$ cat src/rtl/stopwatch_sequencer.sv
// rtl/stopwatch_sequencer.sv - single-clock RUN/ADJ/PAUSE mode FSM and tick sequencer for the min/sec stopwatch
module stopwatch_sequencer #(
  parameter int unsigned RUN_DIV   = 100000000,
  parameter int unsigned ADJ_DIV   = 50000000,
  parameter int unsigned BLINK_DIV = 25000000
) (
  input  logic       clk,
  input  logic       reset,
  input  logic       pause_p,
  input  logic       clr_p,
  input  logic       adj,
  input  logic       sel,
  input  logic       at_max,
  output logic [1:0] mode,
  output logic       inc_sec,
  output logic       inc_min,
  output logic       cnt_clr,
  output logic       blink
);

  localparam int RUN_W = $clog2(RUN_DIV);
  localparam int ADJ_W = $clog2(ADJ_DIV);
  localparam int BLK_W = $clog2(BLINK_DIV);

  localparam logic [RUN_W-1:0] RUN_LAST = RUN_W'(RUN_DIV - 1);
  localparam logic [ADJ_W-1:0] ADJ_LAST = ADJ_W'(ADJ_DIV - 1);
  localparam logic [BLK_W-1:0] BLK_LAST = BLK_W'(BLINK_DIV - 1);

  typedef enum logic [1:0] {
    MODE_RUN   = 2'd0,
    MODE_ADJ   = 2'd1,
    MODE_PAUSE = 2'd2
  } mode_e;

  mode_e            mode_q, mode_d;
  logic [RUN_W-1:0] run_cnt_q, run_cnt_d;
  logic [ADJ_W-1:0] adj_cnt_q, adj_cnt_d;
  logic [BLK_W-1:0] blk_cnt_q, blk_cnt_d;
  logic             blink_phase_q, blink_phase_d;
  logic             inc_sec_q, inc_sec_d;
  logic             inc_min_q, inc_min_d;
  logic             cnt_clr_q, cnt_clr_d;
  logic             blink_q, blink_d;

  logic enter_adj;
  logic run_tick;
  logic adj_tick;

  always_ff @(posedge clk) begin
    if (reset) begin
      mode_q        <= MODE_RUN;
      run_cnt_q     <= '0;
      adj_cnt_q     <= '0;
      blk_cnt_q     <= '0;
      blink_phase_q <= 1'b1;
      inc_sec_q     <= 1'b0;
      inc_min_q     <= 1'b0;
      cnt_clr_q     <= 1'b1;
      blink_q       <= 1'b0;
    end else begin
      mode_q        <= mode_d;
      run_cnt_q     <= run_cnt_d;
      adj_cnt_q     <= adj_cnt_d;
      blk_cnt_q     <= blk_cnt_d;
      blink_phase_q <= blink_phase_d;
      inc_sec_q     <= inc_sec_d;
      inc_min_q     <= inc_min_d;
      cnt_clr_q     <= cnt_clr_d;
      blink_q       <= blink_d;
    end
  end

  // pause_p outranks adj in every state
  always_comb begin
    mode_d = mode_q;
    case (mode_q)
      MODE_RUN:   if (pause_p) mode_d = MODE_PAUSE; else if (adj) mode_d = MODE_ADJ;
      MODE_PAUSE: if (pause_p) mode_d = adj ? MODE_ADJ : MODE_RUN;
      MODE_ADJ:   if (pause_p) mode_d = MODE_PAUSE; else if (!adj) mode_d = MODE_RUN;
      default:    mode_d = MODE_RUN;
    endcase
  end

  always_comb begin
    enter_adj = (mode_d == MODE_ADJ) && (mode_q != MODE_ADJ);
    run_tick  = (mode_q == MODE_RUN) && (run_cnt_q == RUN_LAST);
    adj_tick  = (mode_q == MODE_ADJ) && (adj_cnt_q == ADJ_LAST);

    // run prescaler only advances on edges that start and end in RUN, so a paused partial second survives
    run_cnt_d = run_cnt_q;
    if (clr_p || enter_adj || run_tick) run_cnt_d = '0;
    else if ((mode_q == MODE_RUN) && (mode_d == MODE_RUN)) run_cnt_d = run_cnt_q + RUN_W'(1);

    adj_cnt_d = adj_cnt_q;
    if (enter_adj || adj_tick) adj_cnt_d = '0;
    else if (mode_q == MODE_ADJ) adj_cnt_d = adj_cnt_q + ADJ_W'(1);

    blk_cnt_d     = blk_cnt_q;
    blink_phase_d = blink_phase_q;
    if (enter_adj) begin
      blk_cnt_d     = '0;
      blink_phase_d = 1'b1;
    end else if (mode_q == MODE_ADJ) begin
      if (blk_cnt_q == BLK_LAST) begin
        blk_cnt_d     = '0;
        blink_phase_d = !blink_phase_q;
      end else begin
        blk_cnt_d = blk_cnt_q + BLK_W'(1);
      end
    end

    // a clear on the same edge as a tick swallows the tick
    inc_sec_d = !clr_p && ((run_tick && !at_max) || (adj_tick && sel));
    inc_min_d = !clr_p && adj_tick && !sel;
    cnt_clr_d = clr_p;
    blink_d   = (mode_d == MODE_ADJ) && blink_phase_d;
  end

  assign mode    = mode_q;
  assign inc_sec = inc_sec_q;
  assign inc_min = inc_min_q;
  assign cnt_clr = cnt_clr_q;
  assign blink   = blink_q;

endmodule

$ cat config.mk
export PLATFORM = sky130hd
export DESIGN_NAME = stopwatch_sequencer
export DESIGN_NICKNAME = d
export VERILOG_FILES = /design/src/rtl/stopwatch_sequencer.sv
export SDC_FILE = /design/constraint.sdc
export NUM_CORES = 1
export LEC_CHECK = 0
export CAP_MARGIN = 20
export CORE_MARGIN = 2
export CORE_UTILIZATION = 40
export CTS_CLUSTER_SIZE = 30
export DETAILED_ROUTE_END_ITERATION = 8
export PLACE_DENSITY_LB_ADDON = 0.08
export SETUP_SLACK_MARGIN = 0.5
export SYNTH_ARGS = -nofsm -noshare
export SYNTH_HDL_FRONTEND = slang
export SYNTH_SLANG_ARGS = --single-unit
$ cat constraint.sdc
create_clock -name clk -period 5.82 [get_ports clk]
set_input_delay 1.455 -clock clk [delete_from_list [all_inputs] [get_ports clk]]
set_output_delay 1.455 -clock clk [all_outputs]
set_load 0.005 [all_outputs]
==> After elaboration in Yosys (flattened, before gate mapping) <==
Cells that the tools add are included.
{ "word_totals": {"ff_bits": 85, "output_inout_bits": 6} }
{ "classes": {"n_addsub": 3, "muxes": 11, "n_eq_ne": 7, "reduce_logical": 23} }
{ "op_table": {"columns": ["cell", "n"], "rows": [
  ["27-bit by 1-bit adder with 27-bit output, second input constant", 1],
  ["27-bit == test, second input constant", 1],
  ["26-bit by 1-bit adder with 26-bit output, second input constant", 1],
  ["26-bit == test, second input constant", 1],
  ["25-bit by 1-bit adder with 25-bit output, second input constant", 1],
  ["25-bit == test, second input constant", 1],
  ["25-bit two-way mux", 1],
  ["1-bit logical AND", 10],
  ["2-bit two-way mux", 5],
  ["2-bit one-hot mux with 3 select lines", 1],
  ["2-bit OR reduction", 3],
  ["2-bit by 1-bit == test with 1-bit output, second input constant", 2],
  ["1-bit zero test", 4],
  ["2-bit zero test", 2],
  ["1-bit logical OR", 4],
  ["1-bit two-way mux", 4],
  ["2-bit == test, second input constant", 1],
  ["2-bit by 1-bit != test with 1-bit output, second input constant", 1]
]} }

==> Depth between registers and ports, before layout <==
Gate-level depths: netlist of the first run.
{ "depth": {"ltp_word": 8, "ltp_mapped": 7, "mapped_depth_nobuf": 6} }

==> Worst setup path after synthesis of the first run <==
OpenSTA, ideal clock, no wires.
{ "synth_path": {"kind": "input port to flip-flop", "from": "input adj", "to": "register run_cnt_q[26]", "path_slack_ns": 2.942, "path_stages": 6, "arrival_ns": 2.754, "required_ns": 5.696, "path_buffers": 1, "path_cell_list": "or3_1 -> or2_2 -> clkbuf_1 -> nor4_1 -> xnor2_1 -> nor2_1"} }
{ "synth_via": {"elab_chain_len": 8, "elab_cells_between_ends": 14} }
{ "synth_lines": {"columns": ["element", "line", "text"], "rows": [
  ["start, declared", "11", "input logic adj,"],
  ["2-bit two-way mux, or another cell as far along", "79", "MODE_ADJ: if (pause_p) mode_d = MODE_PAUSE; else if (!adj) mode_d = MODE_RUN;"],
  ["2-bit two-way mux (on tied branches)", "79, 77, 78", null],
  ["2-bit one-hot mux with 3 select lines (*)", "76", "case (mode_q)"],
  ["2-bit by 1-bit == test with 1-bit output", "85", "enter_adj = (mode_d == MODE_ADJ) && (mode_q != MODE_ADJ);"],
  ["1-bit logical AND", "85", null],
  ["1-bit logical OR (2 in series)", "91", "if (clr_p || enter_adj || run_tick) run_cnt_d = '0;"],
  ["2-bit OR reduction (no line)", null, null],
  ["end signal, assigned", "62", "run_cnt_q <= run_cnt_d;"],
  ["end, declared", "36", "logic [RUN_W-1:0] run_cnt_q, run_cnt_d;"]
]} }
Every way passes the cells marked *; elsewhere a longest branch is shown, timed or not.
A chain may end at the register's enable or synchronous reset.

==> Worst setup path in the final report of the first run <==
{ "layout_path": {"from": "input pause_p", "to": "register blk_cnt_q[20]"} }
{ "layout_via": {"elab_chain_len": 5, "elab_cells_between_ends": 7} }
{ "layout_lines": {"columns": ["element", "line", "text"], "rows": [
  ["start, declared", "9", "input logic pause_p,"],
  ["2-bit two-way mux (on tied branches)", "79, 77, 78", null],
  ["2-bit one-hot mux with 3 select lines (*)", "76", null],
  ["2-bit by 1-bit == test with 1-bit output (*)", "85", null],
  ["1-bit logical AND (*)", "85", null],
  ["2-bit OR reduction (no line) (*)", null, null],
  ["end signal, assigned", "64", "blk_cnt_q <= blk_cnt_d;"],
  ["end, declared", "38", "logic [BLK_W-1:0] blk_cnt_q, blk_cnt_d;"]
]} }
Marks and branches as above.

==> run metrics, run 1 <==
share of post-route cells with drive strength above 1=0.0630; Resize count post-CTS=0; DR vias/cell=5.07; count of filler cells inserted in the layout=993; root buffer cell=clkbuf_8; footprint of the flip-flops and latches=1700 um2; Max Clock Freq=294 MHz; global routing met2 resource utilization=0.251; reg-to-reg setup timing slack=3470 ps; beginning of the worst hold path=blk_cnt_q[24]; global routing met3 resource utilization=0.0251; Cells after Synth=441; critical path class=in -> reg; number of synthesized flops with an enable pin=0; pre-CTS setup slack=2020 ps; WHS Endpoint=blk_cnt_q[24]; Chip Height=103 um; DRC violations left=0; ant diodes=0; net count after synthesis=451; remaining number of nets flagged by the antenna check after routing=0; initial cell density of the core=0.405; post-synthesis register bit count=85; share of synthesized area occupied by flip-flops and latches=0.436; via count of the first global-routing pass=2786; area of combinational cells with multiple inputs=2110 um2; outcome=finished clean; length of the first detailed-routing pass in iterations=4; Tcrit/Tclk final=0.585; async set-reset flop share out of synthesis=0; worst endpoint data arrival time=3620 ps; final hold violation count=0; Max Transition Viols Final=0; number of vias after detailed routing=3009; wire length of the first global-routing pass=13500 um; Max rail drop VDD=95.9 uV; layer with the highest usage=met2; clock latency on the worst-skew pair=350 ps; class of the tightest hold or removal check=reg -> reg; worst clock skew on the final layout=11.2 ps; Worst Max-Slew Pin Slew=817 ps; deepest clock path buffer count=2; final count of negative-setup-slack endpoints=0; prevailing post-synth register cell=dfxtp_1; startpoint kind of the worst setup timing path=input port; x dimension of the die=103 um; routed length per instance=13.2 um; shortest clock period the worst path allows after layout=3410 ps; setup bufs post-CTS=0; number of cells traversed by the worst hold path=2; TritonCTS clock tree=built; total global routing overflow=0; Setup Total Neg Slack=0 ps; Leakage Power=1.40 nW; Post-Syn Area=3900 um2; clock transition at the register clock pins on the worst setup and hold paths after CTS=90 ps; R2R depth=5; largest net degree at the start of global routing=28; antenna violations before repair=0; H-tree level count=3; setup repair after global routing missed its margin=no; total power divided by cell area=233 nW/um2; r2r endpoint=run_cnt_q[12]; launch point of the worst reg-to-reg path=mode[0]; max-cap check violation count=0; data required time of the critical path=6040 ps; area enclosed by the die boundary=10600 um2; wire length reported by the detailed router=7830 um; nets@finish=465; IO Port Bufs=12; Max Fanout on Critical Path=25; Setup crit end kind=flip-flop; number of buffers inserted by hold repair at cts=0; Warnings, synthesis=0; total clock buffers created by CTS=9; number of rows created at floorplan=36; worst rel slew slack=0.450; estimated wirelength of the detail-placed design=5450 um; area added between synthesis and finish=10.5%; GRT Total Usage=0.161; Starting DRT DRC Count=85; routability congestion estimate=0.755; number of sinks driven by the clock tree=85; number of top-level design ports=13; standard cell core area=9640 um2; met1 track demand over resource in global routing=0.225; synth unique cells=41; synthesized area per cell=8.85 um2; least setup slack across all paths after layout=2410 ps
==> metrics by stage <==
step,util,cells,hold slack [ps],area (um2),power [mW]
2_1_floorplan,-,441,472,3900,0.625
5_1_grt,0.447,593,551,4310,1.05
3_3_place_gp,0.428,576,485,4130,0.638
4_1_cts,0.447,592,521,4310,1.02
6_report,0.447,593,521,4310,1.01
3_5_place_dp,0.428,576,492,4130,0.639
==> flip-flops by register name, summed over array words and instances (netlist names) <==
signal	cells
adj_cnt_q	26
blink	1
blink_phase_q	1
blk_cnt_q	25
cnt_clr	1
inc_min	1
inc_sec	1
mode	2
run_cnt_q	27
==> cells by family after synthesis <==
kind of cell | Yosys count | synth area share
flops | 85 | 0.436
compound gates | 5 | 0.00929
buf+inv | 17 | 0.0231
mux | 4 | 0.0103
simple gates | 253 | 0.346
xor+xnor | 74 | 0.166
fa+ha+maj | 3 | 0.00962
==> Yosys cell counts, types with 3 or more instances <==
library cell,instances,share of area
and3_1,10,0.016
and4_1,6,0.013
buf_2,3,0.0038
buf_6,3,0.0087
clkbuf_1,5,0.0048
dfxtp_1,85,0.44
ha_1,3,0.0096
inv_1,6,0.0058
mux2i_1,4,0.010
nand2_1,23,0.022
nand3_1,33,0.042
nand3b_1,3,0.0058
nand4_1,28,0.045
nor2_1,98,0.094
nor3_1,10,0.013
nor4_1,12,0.019
or2_2,3,0.0048
xnor2_1,33,0.074
xor2_1,41,0.092
==> critical path, cell delays in order <==
cell and delay, ps:
clkdlybuf4s50_1 650, xor2_1 120, nor3b_1 420, nor2_1 210, nand2_1 640, nor2_1 120
==> placed cells by master, fill, tap and decap left out, drive strengths merged, types with 2 or more instances in the layout <==
master | Yosys | layout
and3 | 10 | 10
nand4b | 2 | 2
and4 | 6 | 6
clkbuf | 5 | 12
nand3b | 3 | 3
dfxtp | 85 | 85
nor4bb | 2 | 2
or4 | 2 | 2
clkinvlp | 0 | 3
and2 | 2 | 2
nor4b | 2 | 2
clkdlybuf4s50 | 0 | 12
or3 | 3 | 3
a21oi | 2 | 2
nand2b | 2 | 2
ha | 3 | 3
nand2 | 23 | 23
or2 | 3 | 3
nand4 | 30 | 30
xor2 | 41 | 41
nor4 | 16 | 16
nand3 | 33 | 33
xnor2 | 33 | 33
o21ai | 3 | 3
mux2i | 4 | 4
nor2 | 98 | 98
nor3 | 10 | 10
inv | 6 | 6
clkinv | 0 | 2
==> where the power goes <==
part,total [mW],internal (mW),switching [mW]
clock,0.383,0.167,0.216
combinational,0.0355,0.0136,0.0219
sequential,0.588,0.583,0.00487
==> layer usage <==
layer / vias up / wire [um]
met5: - / 0
met4: 0 / 124
met3: 12 / 163
met2: 27 / 3580
met1: 1422 / 3970
li1: 1548 / -
==> area by class of cell <==
class / instances / share of cell area
Sequential cell: 85 / 0.395
Clock buffer: 11 / 0.0328
Tap cell: 133 / 0.0386
Inverter: 6 / 0.00522
Timing Repair Buffer: 14 / 0.0308
Multi-Input combinational cell: 339 / 0.490
Clock inverter: 5 / 0.00841
==> worst max-delay path by stage <==
stage / from / endpoint / slack, ps
final: pause_p / blk_cnt_q[20] / 2410
after global routing: pause_p / blk_cnt_q[12] / 2170
after CTS: pause_p / blk_cnt_q[20] / 2400
after global placement: pause_p / blk_cnt_q[19] / 2080
after floorplan: adj / run_cnt_q[26] / 2940
after detailed placement: pause_p / blk_cnt_q[20] / 2020
Power figures use the tool's default switching activity.
==> inputs of run 2 (changes only) <==
==> constraint.sdc (replaced) <==
create_clock -name clk -period 3 [get_ports clk]
set_input_delay 0.75 -clock clk [delete_from_list [all_inputs] [get_ports clk]]
set_output_delay 0.75 -clock clk [all_outputs]
set_load 0.005 [all_outputs]
==> run 2 against run 1 <==
Hold slack worse by 6.0 ps. Power up 100%. Worst setup slack worse by 1800 ps. Clock-buffer cell count up 1. Clock skew down 1.9 ps. Routed wire length up 0.18%. Global-route usage down 0.16 points. Register-to-register slack worse by 2800 ps.
==> run metrics, run 2 (same netlist as run 1, synthesis figures left out) <==
DR vias/cell=5.04; switching component of the power=0.457 mW; top library cells by usage in the layout, fill and taps aside=98 x nor2_1, 85 x dfxtp_1, 41 x xor2_1, 33 x nand3_1, 33 x xnor2_1; max-cap check violation count=0; startpoint kind of the worst setup timing path=flip-flop; worst clock skew on the final layout=9.35 ps; Max Clock Freq=424 MHz; Leakage Power=1.46 nW; share of post-route cells with drive strength above 1=0.0814; Non-Filler Cell Area, Final=4440 um2; x dimension of the die=103 um; fraction of power consumed by combinational cells=0.042; Tcrit/Tclk final=0.785; routability congestion estimate=0.803; critical path's largest stage delay=660 ps; cell with the biggest individual delay on the critical path=dfxtp_1; estimated wirelength of the detail-placed design=5380 um; deepest clock path buffer count=2; largest registers=run_cnt_q x27, adj_cnt_q x26, blk_cnt_q x25; area enclosed by the die boundary=10600 um2; total power divided by cell area=463 nW/um2; Buf+Inv Stages, Crit Path=1; R2R depth=5; worst endpoint data arrival time=1610 ps; Max Transition Viols Final=0; final hold violation count=0; ant diodes=0; most common cell after layout, fill and taps aside=nor2_1; Final Total Pwr=2.05 mW; DRC violations left=0; outcome=finished clean; shortest clock period the worst path allows after layout=2360 ps; r2r endpoint=run_cnt_q[21]; standard cell core area=9640 um2; number of top-level design ports=13; total global routing overflow=0; number of vias after detailed routing=3021; GRT Total Usage=0.159; clock transition at the register clock pins on the worst setup and hold paths after CTS=80 ps; cell breakdown of the critical path=clkdlybuf4s50_1; Starting DRT DRC Count=76; worst rel slew slack=0.512; Setup Total Neg Slack=0 ps; CP Launch Point=mode[1]; remaining number of nets flagged by the antenna check after routing=0; core utilization of the finished layout=0.460; nets@finish=473; class of the tightest hold or removal check=reg -> reg; area added between synthesis and finish=13.7%; setup repair after global routing missed its margin=no; internal power=1.60 mW; Max rail drop VDD=287 uV; largest net degree at the start of global routing=28; switching part of the total power=0.223; initial cell density of the core=0.405; reg-to-reg setup timing slack=650 ps; Clk pwr share=0.403; IO Port Bufs=12; Chip Height=103 um; TritonCTS clock tree=built; total clock buffers created by CTS=9; register bank with the most flops=run_cnt_q; Max Fanout on Critical Path=13; launch point of the worst reg-to-reg path=mode[0]; Worst Max-Slew Pin Slew=726 ps; antenna violations before repair=0; critical path class=reg -> out; final count of negative-setup-slack endpoints=0; via count of the first global-routing pass=2771; data required time of the critical path=2250 ps; Sequential Power Share=0.555; wire length reported by the detailed router=7850 um; number of rows created at floorplan=36; worst setup path end=mode[1]; number of flip-flops under the largest register name=27; dpl cell area=4220 um2; wire length of the first global-routing pass=13200 um; H-tree level count=3; total stage count of the critical path=1; length of the first detailed-routing pass in iterations=4; root buffer cell=clkbuf_8; number of buffers inserted by hold repair at cts=0; number of sinks driven by the clock tree=85; Setup crit end kind=output pin; routed length per instance=13.1 um; cell type group with the largest total delay on the critical path=flip-flops; clock latency on the worst-skew pair=350 ps
run 2: cell count changes in the layout (fill, tap and decap cells not counted), sizes merged:
cell      previous run  this run
o21ai                3         4
buf                  1         9
bufinv               0         1
clkinvlp             3         2
clkinv               2         0
run 2: cell type report:
| cell class | instances | area [um2] |
|---|---|---|
| Inverter | 6 | 22.5 |
| Fill cell | 1001 | 5200 |
| Tap cell | 133 | 166 |
| Multi-Input combinational cell | 340 | 2130 |
| Timing Repair Buffer | 21 | 213 |
| Clock inverter | 3 | 45.0 |
| Clock buffer | 12 | 155 |
| Sequential cell | 85 | 1700 |
run 2: timing repair:
| item | CTS | global route |
|---|---|---|
| setup endpoints to repair | 0 | 13 |
| gates resized for setup | 0 | 2 |
| buffers inserted | 0 | 0 |
run 2: worst min-delay path by stage:
stage | end | startpoint | slack (ps) | cells after the start
floorplan | blk_cnt_q[22] | blk_cnt_q[22] | 470 | 2
global placement | blk_cnt_q[24] | blk_cnt_q[24] | 490 | 2
detailed placement | blk_cnt_q[22] | blk_cnt_q[22] | 500 | 2
CTS | blk_cnt_q[22] | blk_cnt_q[22] | 520 | 2
global route | blk_cnt_q[14] | blk_cnt_q[14] | 550 | 2
finish | blk_cnt_q[22] | blk_cnt_q[22] | 510 | 2
run 2: stage by stage:
step / std cells / hold WS [ps] / setup WS, ps
after detailed placement: 584 / 502 / 270
after CTS: 599 / 519 / 576
after global placement: 584 / 487 / 277
after global routing: 600 / 546 / 514
after floorplan: 441 / 472 / 827
final: 600 / 515 / 644
run 2: per-layer routing:
layer | part of all wire | wire (um) | global-route usage | up-vias
met5 | 0 | 0 | 0 | -
met4 | 0.016 | 126 | 0.0587 | 0
met3 | 0.028 | 217 | 0.0407 | 11
met2 | 0.46 | 3630 | 0.258 | 33
met1 | 0.49 | 3880 | 0.206 | 1407
li1 | - | - | - | 1570
run 2: power groups by stage:
| stage | Clock, mW | Combinational [mW] | Sequential [mW] |
|---|---|---|---|
| after floorplan | 0 | 0.0502 | 1.16 |
| after global placement | 0 | 0.0866 | 1.17 |
| after detailed placement | 0 | 0.0868 | 1.17 |
| after CTS | 0.861 | 0.0873 | 1.14 |
| after global routing | 0.899 | 0.0951 | 1.14 |
| final | 0.827 | 0.0865 | 1.14 |
